File: src/rtl/ex_multicycle_ctrl.sv
// ----------------------------------------------------------------------------
// ex_multicycle_ctrl
//
// Sequences the multi-cycle EX-stage operations of the 5-stage pipeline:
// two-cycle MADD/MADDU/MSUB/MSUBU and iterative DIV/DIVU. It produces the
// pipeline stall vector and merges in the decode-stage load-use stall. It also
// drives the divider start/annul handshake and holds the 64-bit intermediate
// product and divide result between cycles.
//
// Ports
//   clk, rst          clock; synchronous active-high reset
//   ex_op_class_i     EX class: 00 single-cycle/bubble, 01 madd/msub,
//                     10 signed div, 11 unsigned div
//   id_stallreq_i     load-use stall request from ID
//   flush_i           abort any in-flight multi-cycle operation
//   ex_hilo_temp_i/o  product from the first madd cycle / latched copy
//   ex_cnt_o          madd cycle index seen by EX (0 first, 1 second)
//   div_start_o       divider start / keep-busy request (combinational)
//   div_signed_o      divide signedness, captured when the divide starts
//   div_annul_o       one-cycle divider cancel pulse (combinational)
//   div_ready_i       divider result valid pulse
//   div_result_i      {remainder, quotient} from the divider
//   ex_div_result_o   latched divide result (zero after a watchdog abort)
//   ex_div_done_o     EX may consume ex_div_result_o this cycle
//   div_timeout_o     sticky watchdog flag, cleared only by rst
//   stall_o           [0]PC [1]IF [2]ID [3]EX [4]MEM [5]WB hold bits
//                     (combinational)
// ----------------------------------------------------------------------------
module ex_multicycle_ctrl #(
  parameter int DIV_MAX_CYCLES = 40
) (
  input  logic        clk,
  input  logic        rst,
  input  logic [1:0]  ex_op_class_i,
  input  logic        id_stallreq_i,
  input  logic        flush_i,
  input  logic [63:0] ex_hilo_temp_i,
  output logic [63:0] ex_hilo_temp_o,
  output logic [1:0]  ex_cnt_o,
  output logic        div_start_o,
  output logic        div_signed_o,
  output logic        div_annul_o,
  input  logic        div_ready_i,
  input  logic [63:0] div_result_i,
  output logic [63:0] ex_div_result_o,
  output logic        ex_div_done_o,
  output logic        div_timeout_o,
  output logic [5:0]  stall_o
);

  localparam int WD_W = $clog2(DIV_MAX_CYCLES + 1);

  typedef enum logic [1:0] {
    IDLE     = 2'd0,
    MADD2    = 2'd1,
    DIV_WAIT = 2'd2,
    DIV_DONE = 2'd3
  } state_t;

  state_t          state, state_nxt;
  logic [WD_W-1:0] wd_cnt, wd_cnt_nxt;
  logic [63:0]     hilo_nxt, div_result_nxt;
  logic [1:0]      cnt_nxt;
  logic            done_nxt, signed_nxt, timeout_nxt;
  logic            ex_stall;

  // State and registered outputs
  always_ff @(posedge clk) begin
    if (rst) begin
      state           <= IDLE;
      wd_cnt          <= '0;
      ex_hilo_temp_o  <= '0;
      ex_div_result_o <= '0;
      ex_cnt_o        <= '0;
      ex_div_done_o   <= 1'b0;
      div_signed_o    <= 1'b0;
      div_timeout_o   <= 1'b0;
    end else begin
      state           <= state_nxt;
      wd_cnt          <= wd_cnt_nxt;
      ex_hilo_temp_o  <= hilo_nxt;
      ex_div_result_o <= div_result_nxt;
      ex_cnt_o        <= cnt_nxt;
      ex_div_done_o   <= done_nxt;
      div_signed_o    <= signed_nxt;
      div_timeout_o   <= timeout_nxt;
    end
  end

  // Next state, next register values and combinational handshake/stall
  always_comb begin
    state_nxt      = state;
    wd_cnt_nxt     = wd_cnt;
    hilo_nxt       = ex_hilo_temp_o;
    div_result_nxt = ex_div_result_o;
    cnt_nxt        = ex_cnt_o;
    done_nxt       = 1'b0;          // done is high only for the DIV_DONE cycle
    signed_nxt     = div_signed_o;
    timeout_nxt    = div_timeout_o;
    ex_stall       = 1'b0;
    div_start_o    = 1'b0;
    div_annul_o    = 1'b0;
    stall_o        = 6'b000000;

    case (state)
      IDLE: begin
        wd_cnt_nxt = '0;
        if (ex_op_class_i == 2'b01) begin
          ex_stall  = 1'b1;
          hilo_nxt  = ex_hilo_temp_i;
          cnt_nxt   = 2'd1;
          state_nxt = MADD2;
        end else if (ex_op_class_i[1]) begin
          ex_stall    = 1'b1;
          div_start_o = 1'b1;
          signed_nxt  = ~ex_op_class_i[0];
          state_nxt   = DIV_WAIT;
        end
      end
      MADD2: begin
        cnt_nxt   = 2'd0;
        state_nxt = IDLE;
      end
      DIV_WAIT: begin
        ex_stall    = 1'b1;
        div_start_o = 1'b1;
        wd_cnt_nxt  = wd_cnt + WD_W'(1);
        // A result arriving on the watchdog cycle is still taken.
        if (div_ready_i) begin
          div_result_nxt = div_result_i;
          done_nxt       = 1'b1;
          state_nxt      = DIV_DONE;
        end else if (wd_cnt == WD_W'(DIV_MAX_CYCLES - 1)) begin
          div_annul_o    = 1'b1;
          timeout_nxt    = 1'b1;
          div_result_nxt = '0;
          done_nxt       = 1'b1;
          state_nxt      = DIV_DONE;
        end
      end
      DIV_DONE: begin
        state_nxt = IDLE;
      end
      default: begin
        state_nxt = IDLE;
      end
    endcase

    // Flush overrides everything the state decode produced this cycle.
    if (flush_i) begin
      state_nxt      = IDLE;
      wd_cnt_nxt     = '0;
      hilo_nxt       = '0;
      cnt_nxt        = 2'd0;
      done_nxt       = 1'b0;
      signed_nxt     = div_signed_o;
      timeout_nxt    = div_timeout_o;
      div_result_nxt = ex_div_result_o;
      ex_stall       = 1'b0;
      div_start_o    = 1'b0;
      div_annul_o    = (state == DIV_WAIT) ||
                       ((state == IDLE) && ex_op_class_i[1]);
    end

    if (flush_i)
      stall_o = 6'b000000;
    else if (ex_stall)
      stall_o = 6'b001111;
    else if (id_stallreq_i)
      stall_o = 6'b000111;

    // The divider shares rst, so no annul is needed while reset is applied.
    if (rst) begin
      div_start_o = 1'b0;
      div_annul_o = 1'b0;
      stall_o     = 6'b000000;
    end
  end

endmodule

File: config.mk
export PLATFORM = sky130hd
export DESIGN_NAME = ex_multicycle_ctrl
export DESIGN_NICKNAME = d
export VERILOG_FILES = /design/src/rtl/ex_multicycle_ctrl.sv
export SDC_FILE = /design/constraint.sdc
export NUM_CORES = 1
export LEC_CHECK = 0
export CORE_MARGIN = 5
export CORE_UTILIZATION = 37
export DETAILED_ROUTE_END_ITERATION = 12
export PLACE_DENSITY = 0.74
export SLEW_MARGIN = 20
export SYNTH_ARGS = -nofsm -noshare
export SYNTH_HDL_FRONTEND = slang
export SYNTH_SLANG_ARGS = --single-unit
File: constraint.sdc
create_clock -name clk -period 1.4 [get_ports clk]
set_input_delay 0.35 -clock clk [delete_from_list [all_inputs] [get_ports clk]]
set_output_delay 0.35 -clock clk [all_outputs]
set_load 0.05 [all_outputs]
==> metrics.log, run 1 <==
INFO  metric worst-path-buf-inv = 1
INFO  metric cp-endpoint = div_annul_o
INFO  metric cts-htree-levels = 4
INFO  metric die_height = 136 um
INFO  metric post_synth_inst_count = 712
INFO  metric cap_violations = 0
INFO  metric worstHoldPathType = primary input to flip-flop
INFO  metric synth_simple_gate_area_share = 17.9%
INFO  metric timing.final.hold_violations = 0
INFO  metric synth_top_family_by_area = compound AO/OA/AOI/OAI gates
INFO  metric crit_path_max_incr_delay = 370 ps
INFO  metric ys_async_sr_fraction = 0%
INFO  metric synth_edf_count = 0
INFO  metric cts_hold_buf = 0
INFO  metric post_synth_instance_area = 5920 um^2
INFO  metric global_placer_s_final_weighted_congestion = 0.758
INFO  metric initial_utilization = 37.5%
INFO  metric numClockSinks = 140
INFO  metric synth.top_cells.by_count = sky130_fd_sc_hd__dfxtp_1 (140), sky130_fd_sc_hd__a21oi_1 (131), sky130_fd_sc_hd__nand2_1 (129)
INFO  metric tritoncts = built
INFO  metric detailed_route_via_count = 7,132
INFO  metric antenna_violating_nets_post_route = 0
INFO  metric power_leakage = 5.07 nW
INFO  metric dpl.hpwl = 14.8 mm
INFO  metric max_fanout_on_critical_path = 2
INFO  metric worst_setup_path_start_kind = flip-flop
INFO  metric timing.final.crit_period = 1950 ps
INFO  metric synth-seq-cells = 140
INFO  metric final_max_slew_viol_count = 0
INFO  metric placementRows = 46
INFO  metric numCtsBuffers = 17
INFO  metric clock_tree.buffer_depth = 2
INFO  metric clkTransAtPathRegs = 60 ps
INFO  metric detailedRoute.firstPassIterationCount = 5
INFO  metric design.core.area = 15,800 um^2
INFO  metric most_used_flip_flop_cell_after_synthesis = sky130_fd_sc_hd__dfxtp_1
INFO  metric final-setup-viol-count = 147
INFO  metric critical_path.cell_chain = ha_4 -> nand4b_1 -> nor3_2 -> o21a_2 -> buf_12
INFO  metric worst_ir_drop_vdd = 0.938 mV
INFO  metric dp.cells = 1,177
INFO  metric syn_to_final_growth = 129%
INFO  metric setup.worst_path.class = flip-flop to primary output
INFO  metric cell_type_contributing_the_most_total_cell_area_after_synthesis = sky130_fd_sc_hd__dfxtp_1
INFO  metric violations = negative setup slack
INFO  metric end_kind = primary output
INFO  metric design.die.area = 18,600 um^2
INFO  metric setup_slack = -548 ps
INFO  metric synth-adder-area-share = 0.211%
INFO  metric rrSetupSlack = -430 ps
INFO  metric required = 1050 ps
INFO  metric die_w = 136 um
INFO  metric worstSkewPairLatency = 420 ps
INFO  metric globalRouteTotalUtil = 29.6%
INFO  metric synth_compound_gate_area_share = 27.0%
INFO  metric synthesis.yosys.warnings = 0
INFO  metric routed_via_density = 5.58
INFO  metric slew_headroom = 53.8%
INFO  metric netlist_top_cells_area = sky130_fd_sc_hd__dfxtp_1 (47%), sky130_fd_sc_hd__a21oi_1 (11%), sky130_fd_sc_hd__nand2_1 (8.2%)
INFO  metric maximum_number_of_pins_on_one_net_before_global_route_repair = 66
INFO  metric route.detailed.wl_per_inst = 24.1 um
INFO  metric postRouteWirelength = 30.8 mm
INFO  metric synth-xor-area-share = 0.592%
INFO  metric antenna_found_initial = 4
INFO  metric worst_r2r_path_depth = 7
INFO  metric max_freq = 513 MHz
INFO  metric path_delay_family = flip-flops
INFO  metric drt_first_iter_violations = 489
INFO  metric muxShareOfSynthArea = 0%
INFO  metric timing.rr.start = state[1]
INFO  metric outcome = complete, but fails checks
INFO  metric layout-drive-gt1-share = 55.1%
INFO  metric globalRoute.totalOverflow = 0
INFO  metric critPathLaunch = wd_cnt[1]
INFO  metric numPortBuffers = 272
INFO  metric cp_num_cells = 5
INFO  metric finClkSkew = 11.9 ps
INFO  metric cp_data_arrival_time = 1600 ps
INFO  metric grt_setup_unrepaired = yes
INFO  metric place_ws = -628 ps
INFO  metric grt_first_pass_wirelength = 42.4 mm
INFO  metric number_of_global_route_vias_before_repair = 7,416
INFO  metric synth_sequential_area_ratio = 47.4%
INFO  metric worst_path_max_delay_cell = sky130_fd_sc_hd__dfxtp_2
INFO  metric critical_path.reg2reg.endpoint = ex_hilo_temp_o[9]
INFO  metric p_per_area = 843 nW/um^2
INFO  metric avgSynthCellArea = 8.31 um^2
INFO  metric final_net_count = 1,182
INFO  metric post-route-period-util = 139%
INFO  metric post_synth_num_cell_types = 33
INFO  metric synthMostInstantiatedCell = sky130_fd_sc_hd__dfxtp_1
INFO  metric worst-slew-pin-transition = 693 ps
INFO  metric clock_tree.root_cell = sky130_fd_sc_hd__clkbuf_16
INFO  metric io-pin-count = 276
INFO  metric post-route-drc-count = 0
INFO  metric fin_cells = 1,279
INFO  metric yosysTopAreaCellShare = 47.4%
-- report_power, final --
part           internal [W]  switching (W)
Combinational       0.00128        0.00123
Clock               0.00280        0.00187
Sequential          0.00409       0.000148
Total               0.00816        0.00325
-- final cells by class --
type / count / area (um^2)
multi-input cells: 501 / 4120
clock buffers: 17 / 425
flip-flops and latches: 140 / 2840
inverters: 2 / 7.51
fillers: 715 / 2240
repair buffers: 384 / 5690
clock inverters: 15 / 173
well taps: 216 / 270
diodes: 4 / 10.0
-- worst reg2reg max path, stage by stage, from the launching register on --
cell,delay [ps]
sky130_fd_sc_hd__dfxtp_4,370
sky130_fd_sc_hd__buf_6,120
sky130_fd_sc_hd__buf_6,100
sky130_fd_sc_hd__or4b_4,590
sky130_fd_sc_hd__buf_12,180
sky130_fd_sc_hd__clkbuf_16,190
sky130_fd_sc_hd__nand2_2,100
sky130_fd_sc_hd__a21oi_2,60
-- layout by cell type, fill, tap and decap left out, types with 13 or more instances in the layout --
| cell type | Yosys | layout |
|---|---|---|
| sky130_fd_sc_hd__buf_4 | 7 | 34 |
| sky130_fd_sc_hd__o21ai_0 | 66 | 55 |
| sky130_fd_sc_hd__buf_12 | 0 | 159 |
| sky130_fd_sc_hd__nand2_2 | 0 | 23 |
| sky130_fd_sc_hd__buf_6 | 11 | 33 |
| sky130_fd_sc_hd__clkdlybuf4s50_1 | 0 | 129 |
| sky130_fd_sc_hd__a21oi_2 | 0 | 85 |
| sky130_fd_sc_hd__dfxtp_2 | 0 | 26 |
| sky130_fd_sc_hd__nand2_4 | 0 | 76 |
| sky130_fd_sc_hd__nand2_1 | 129 | 30 |
| sky130_fd_sc_hd__a21oi_1 | 131 | 45 |
| sky130_fd_sc_hd__clkbuf_16 | 0 | 20 |
| sky130_fd_sc_hd__nor2b_1 | 66 | 65 |
| sky130_fd_sc_hd__buf_16 | 0 | 13 |
| sky130_fd_sc_hd__dfxtp_1 | 140 | 112 |
| sky130_fd_sc_hd__a22oi_2 | 10 | 64 |
-- sequential cells by signal, summed over array words and instances (netlist names) --
signal	cells
div_timeout_o	1
state	2
div_signed_o	1
ex_div_result_o	64
ex_cnt_o	1
ex_hilo_temp_o	64
ex_div_done_o	1
wd_cnt	6
-- cell families (layout without fill, tap and decap cells) --
logic type	Yosys count	after routing
compound gates	271	271
other cells	1	7
xor+xnor	4	4
simple gates	222	222
buf+inv	73	418
fa+ha+maj	1	1
flops	140	140
-- repair_timing --
action | CTS | global route
resized for setup | 225 | 250
gates cloned | 25 | 3
buffers inserted | 49 | 17
endpoints found under the setup margin | 137 | 154
pin swaps | 167 | 140
-- through the flow --
| step | area (um^2) | hold slack (ps) | power, W | setup TNS, ps | utilization [%] |
|---|---|---|---|---|---|
| floorplan | 6020 | 446 | 0.00504 | -561 | - |
| global placement | 10400 | 473 | 0.00603 | -77780 | 65.8 |
| detailed placement | 10400 | 484 | 0.00605 | -80380 | 65.8 |
| CTS | 13000 | 372 | 0.0112 | -38940 | 82.2 |
| global route | 13500 | 416 | 0.0117 | -49030 | 85.8 |
| finish | 13500 | 425 | 0.0114 | -44740 | 85.8 |
-- routing by layer --
metal | global-route usage (%) | share of wire (%) | vias to the layer above | wire length (um)
li1 | - | - | 3145 | -
met1 | 30.7 | 34 | 3515 | 10500
met2 | 52.8 | 52 | 351 | 16100
met3 | 10.4 | 8.5 | 121 | 2630
met4 | 14.7 | 5.1 | 0 | 1560
met5 | 0 | 0 | - | 0
-- worst min-delay path by stage --
stage                            startpoint                   to  slack (ps)  depth (start not counted)
after floorplan            ex_op_class_i[0]         div_signed_o         450                          1
after global placement            wd_cnt[5]            wd_cnt[5]         470                          2
after detailed placement  ex_hilo_temp_o[5]    ex_hilo_temp_o[5]         480                          2
after CTS                               rst  ex_div_result_o[34]         370                          3
after global routing                    rst  ex_div_result_o[32]         420                          3
final                                   rst  ex_div_result_o[32]         430                          3
No activity file was read; power rests on OpenSTA's default activity.
==> run 2, diff against run 1 <==
Settings changed: CTS_CLUSTER_DIAMETER set to 100.
==> results of run 2 <==
The final DEF is identical to that of run 1; final timing and power are the same.
==> run 3, diff against run 2 <==
Settings changed: CORE_MARGIN 5 to unset.
==> run 3 against run 2 <==
Effect of this change:
- the run still ends with negative setup slack left
- combinational power barely moved
- total power fell by 2.2%
- setup slack got worse by 16 ps
- utilization rose by 1.6 points
- worst hold slack got worse by 37 ps
- sequential power barely moved
- final area fell by 0.41%
- non-clock buffer count fell by 13
- clock skew fell by 1.4 ps
- die area fell by 11%
- global-route usage rose by 2.0 points
- cell count fell by 1.5%
==> metrics.log, run 3 (same netlist as run 1, synthesis figures left out) <==
INFO  metric cap_violations = 0 (unchanged)
INFO  metric multi_input_area = 4160 um^2 (+1.2%)
INFO  metric setup.worst_path.class = flip-flop to primary output
INFO  metric routed_via_density = 5.71 (+2.3%)
INFO  metric numClockSinks = 140 (unchanged)
INFO  metric die_w = 128 um (-5.9%)
INFO  metric max_fanout_on_critical_path = 2 (unchanged)
INFO  metric design.core.area = 15,400 um^2 (-2.2%)
INFO  metric fill_cells = 675 (-5.6%)
INFO  metric most_used_cells_in_the_layout_excluding_fill_and_tap_cells = sky130_fd_sc_hd__buf_12 (157), sky130_fd_sc_hd__clkdlybuf4s50_1 (129), sky130_fd_sc_hd__dfxtp_1 (99)
INFO  metric violations = negative setup slack
INFO  metric clock_tree.root_cell = sky130_fd_sc_hd__clkbuf_16
INFO  metric cts-htree-levels = 4 (unchanged)
INFO  metric timing.rr.start = state[1]
INFO  metric place_ws = -671 ps (-42.5 ps)
INFO  metric clkTransAtPathRegs = 70 ps (about the same)
INFO  metric timing.final.crit_period = 1960 ps (+15.7 ps)
INFO  metric timing.final.hold_violations = 0 (unchanged)
INFO  metric syn_to_final_growth = 128%
INFO  metric power.net_switching = 0.00331 W (+1.8%)
INFO  metric detailed_route_via_count = 7,190 (+0.81%)
INFO  metric outcome = complete, but fails checks
INFO  metric numPortBuffers = 272 (unchanged)
INFO  metric placementRows = 45 (-2.2%)
INFO  metric setup_slack = -564 ps (-15.7 ps)
INFO  metric cp_data_arrival_time = 1610 ps (about the same)
INFO  metric layout-drive-gt1-share = 55.3% (+0.25 points)
INFO  metric worstHoldPathType = primary input to flip-flop
INFO  metric antenna_found_initial = 2 (-2)
INFO  metric dpl.hpwl = 13.8 mm (-6.4%)
INFO  metric final_max_slew_viol_count = 0 (unchanged)
INFO  metric p_per_area = 828 nW/um^2 (-1.8%)
INFO  metric initial_utilization = 38.4% (+0.83 points)
INFO  metric worst-slew-pin-transition = 519 ps (-174 ps)
INFO  metric numCtsBuffers = 17 (unchanged)
INFO  metric swShare = 29.7% (+1.2 points)
INFO  metric post-route-drc-count = 0 (unchanged)
INFO  metric drt_first_iter_violations = 468 (-4.3%)
INFO  metric finClkSkew = 10.5 ps (-1.43 ps)
INFO  metric io-pin-count = 276 (unchanged)
INFO  metric global_placer_s_final_weighted_congestion = 0.749 (-1.1%)
INFO  metric die_height = 128 um (-5.9%)
INFO  metric critPathLaunch = wd_cnt[1]
INFO  metric tritoncts = built
INFO  metric layout.cells.most_common = sky130_fd_sc_hd__buf_12
INFO  metric layout_top_registers = ex_div_result_o: 64 flops, ex_hilo_temp_o: 64 flops, wd_cnt: 6 flops
INFO  metric grt_first_pass_wirelength = 39.5 mm (-6.9%)
INFO  metric final_net_count = 1,170 (-1.0%)
INFO  metric detailedRoute.firstPassIterationCount = 5 (unchanged)
INFO  metric worst_setup_path_start_kind = flip-flop
INFO  metric post-route-period-util = 140% (+1.1 points)
INFO  metric required = 1050 ps (about the same)
INFO  metric antenna_violating_nets_post_route = 0 (unchanged)
INFO  metric cts_hold_buf = 0 (unchanged)
INFO  metric end_kind = primary output
INFO  metric clkPwrFrac = 39.5% (-1.4 points)
INFO  metric seq_power_share = 38.0% (+0.9 points)
INFO  metric worst_ir_drop_vdd = 0.876 mV (-6.6%)
INFO  metric maximum_number_of_pins_on_one_net_before_global_route_repair = 69 (+4.5%)
INFO  metric fin_tns_setup = -45,030 ps (-292 ps)
INFO  metric worstSkewPairLatency = 430 ps (about the same)
INFO  metric p_int = 0.00785 W (-3.8%)
INFO  metric final-setup-viol-count = 144 (-2.0%)
INFO  metric design.die.area = 16,500 um^2 (-11%)
INFO  metric grt_setup_unrepaired = yes
INFO  metric clock_tree.buffer_depth = 2 (unchanged)
INFO  metric globalRouteTotalUtil = 31.6% (+2.0 points)
INFO  metric max_freq = 509 MHz (-0.80%)
INFO  metric power_leakage = 5.03 nW (-0.77%)
INFO  metric sequential_cell_area = 2860 um^2 (+0.57%)
INFO  metric power_frac_comb = 22.5% (+0.5 points)
INFO  metric route.detailed.wl_per_inst = 25.2 um (+4.6%)
INFO  metric postRouteWirelength = 31.8 mm (+3.1%)
INFO  metric worst_hold_startpoint = rst
INFO  metric slew_headroom = 65.4% (+12 points)
INFO  metric number_of_global_route_vias_before_repair = 6,975 (-5.9%)
INFO  metric globalRoute.totalOverflow = 0 (unchanged)
[run 3: cell types whose count changed in the layout (fill, tap and decap cells not counted), moves of 9 or more]
| cell | previous run | this run |
|---|---|---|
| sky130_fd_sc_hd__dfxtp_2 | 26 | 39 |
| sky130_fd_sc_hd__a21oi_2 | 85 | 76 |
| sky130_fd_sc_hd__a21oi_1 | 45 | 54 |
| sky130_fd_sc_hd__nand2_4 | 76 | 91 |
| sky130_fd_sc_hd__dfxtp_1 | 112 | 99 |
| sky130_fd_sc_hd__nand2_2 | 23 | 8 |
| sky130_fd_sc_hd__buf_6 | 33 | 17 |
[run 3: worst paths after layout]
| kind | endpoint | slack (ps) | cells after the start |
|---|---|---|---|
| setup / recovery | div_annul_o | -560 | 5 |
| setup reg to reg | ex_hilo_temp_o[22] | -430 | 9 |
| hold / removal | div_signed_o | 390 | 3 |
| hold reg to reg | ex_hilo_temp_o[35] | 490 | 2 |
[run 3: power by group through the flow]
stage,Clock [W],Combinational [W],Sequential (W)
finish,0.00441,0.00251,0.00425
global route,0.00460,0.00257,0.00426
CTS,0.00434,0.00222,0.00421
detailed placement,0,0.00177,0.00429
global placement,0,0.00175,0.00429
floorplan,0,0.000474,0.00457
[run 3: repair_timing]
| action | in CTS | in global routing |
|---|---|---|
| pin swaps | 157 | 143 |
| setup buffers | 25 | 9 |
| gates cloned | 23 | 7 |
| setup endpoints to repair | 142 | 149 |
| gates resized for setup | 222 | 244 |
[run 3: cell type report]
cell class                      instances  share of cell area (%)
Clock inverter                         14                   0.910
Tap cell                              211                    1.96
Timing Repair Buffer                  371                    41.7
Multi-Input combinational cell        502                    30.9
Inverter                                2                  0.0557
Antenna cell                            2                  0.0371
Sequential cell                       140                    21.2
Clock buffer                           18                    3.26
[run 3: metrics by stage]
stage	cell area, um^2	utilization [%]	hold slack, ps	total power (W)	cells
3_5_place_dp	10400	67.5	483	0.00606	1170
4_1_cts	12600	81.7	346	0.0108	1250
5_1_grt	13500	87.4	388	0.0114	1260
2_1_floorplan	6020	-	446	0.00504	714
6_report	13500	87.4	388	0.0112	1260
3_3_place_gp	10400	67.5	476	0.00604	1170
[run 3: worst max-delay path: stages (launching register included)]
cell and delay (ps):
sky130_fd_sc_hd__dfxtp_2 360, sky130_fd_sc_hd__ha_4 140, sky130_fd_sc_hd__nand4b_1 140, sky130_fd_sc_hd__nor3_2 190, sky130_fd_sc_hd__o21a_2 210, sky130_fd_sc_hd__buf_12 140
[run 3: per-layer routing]
metal,GRT usage [%],part of all wire [%]
met3,8.36,6.6
met4,15.8,5.2
met1,34.9,36
met5,0,0
met2,56.0,52
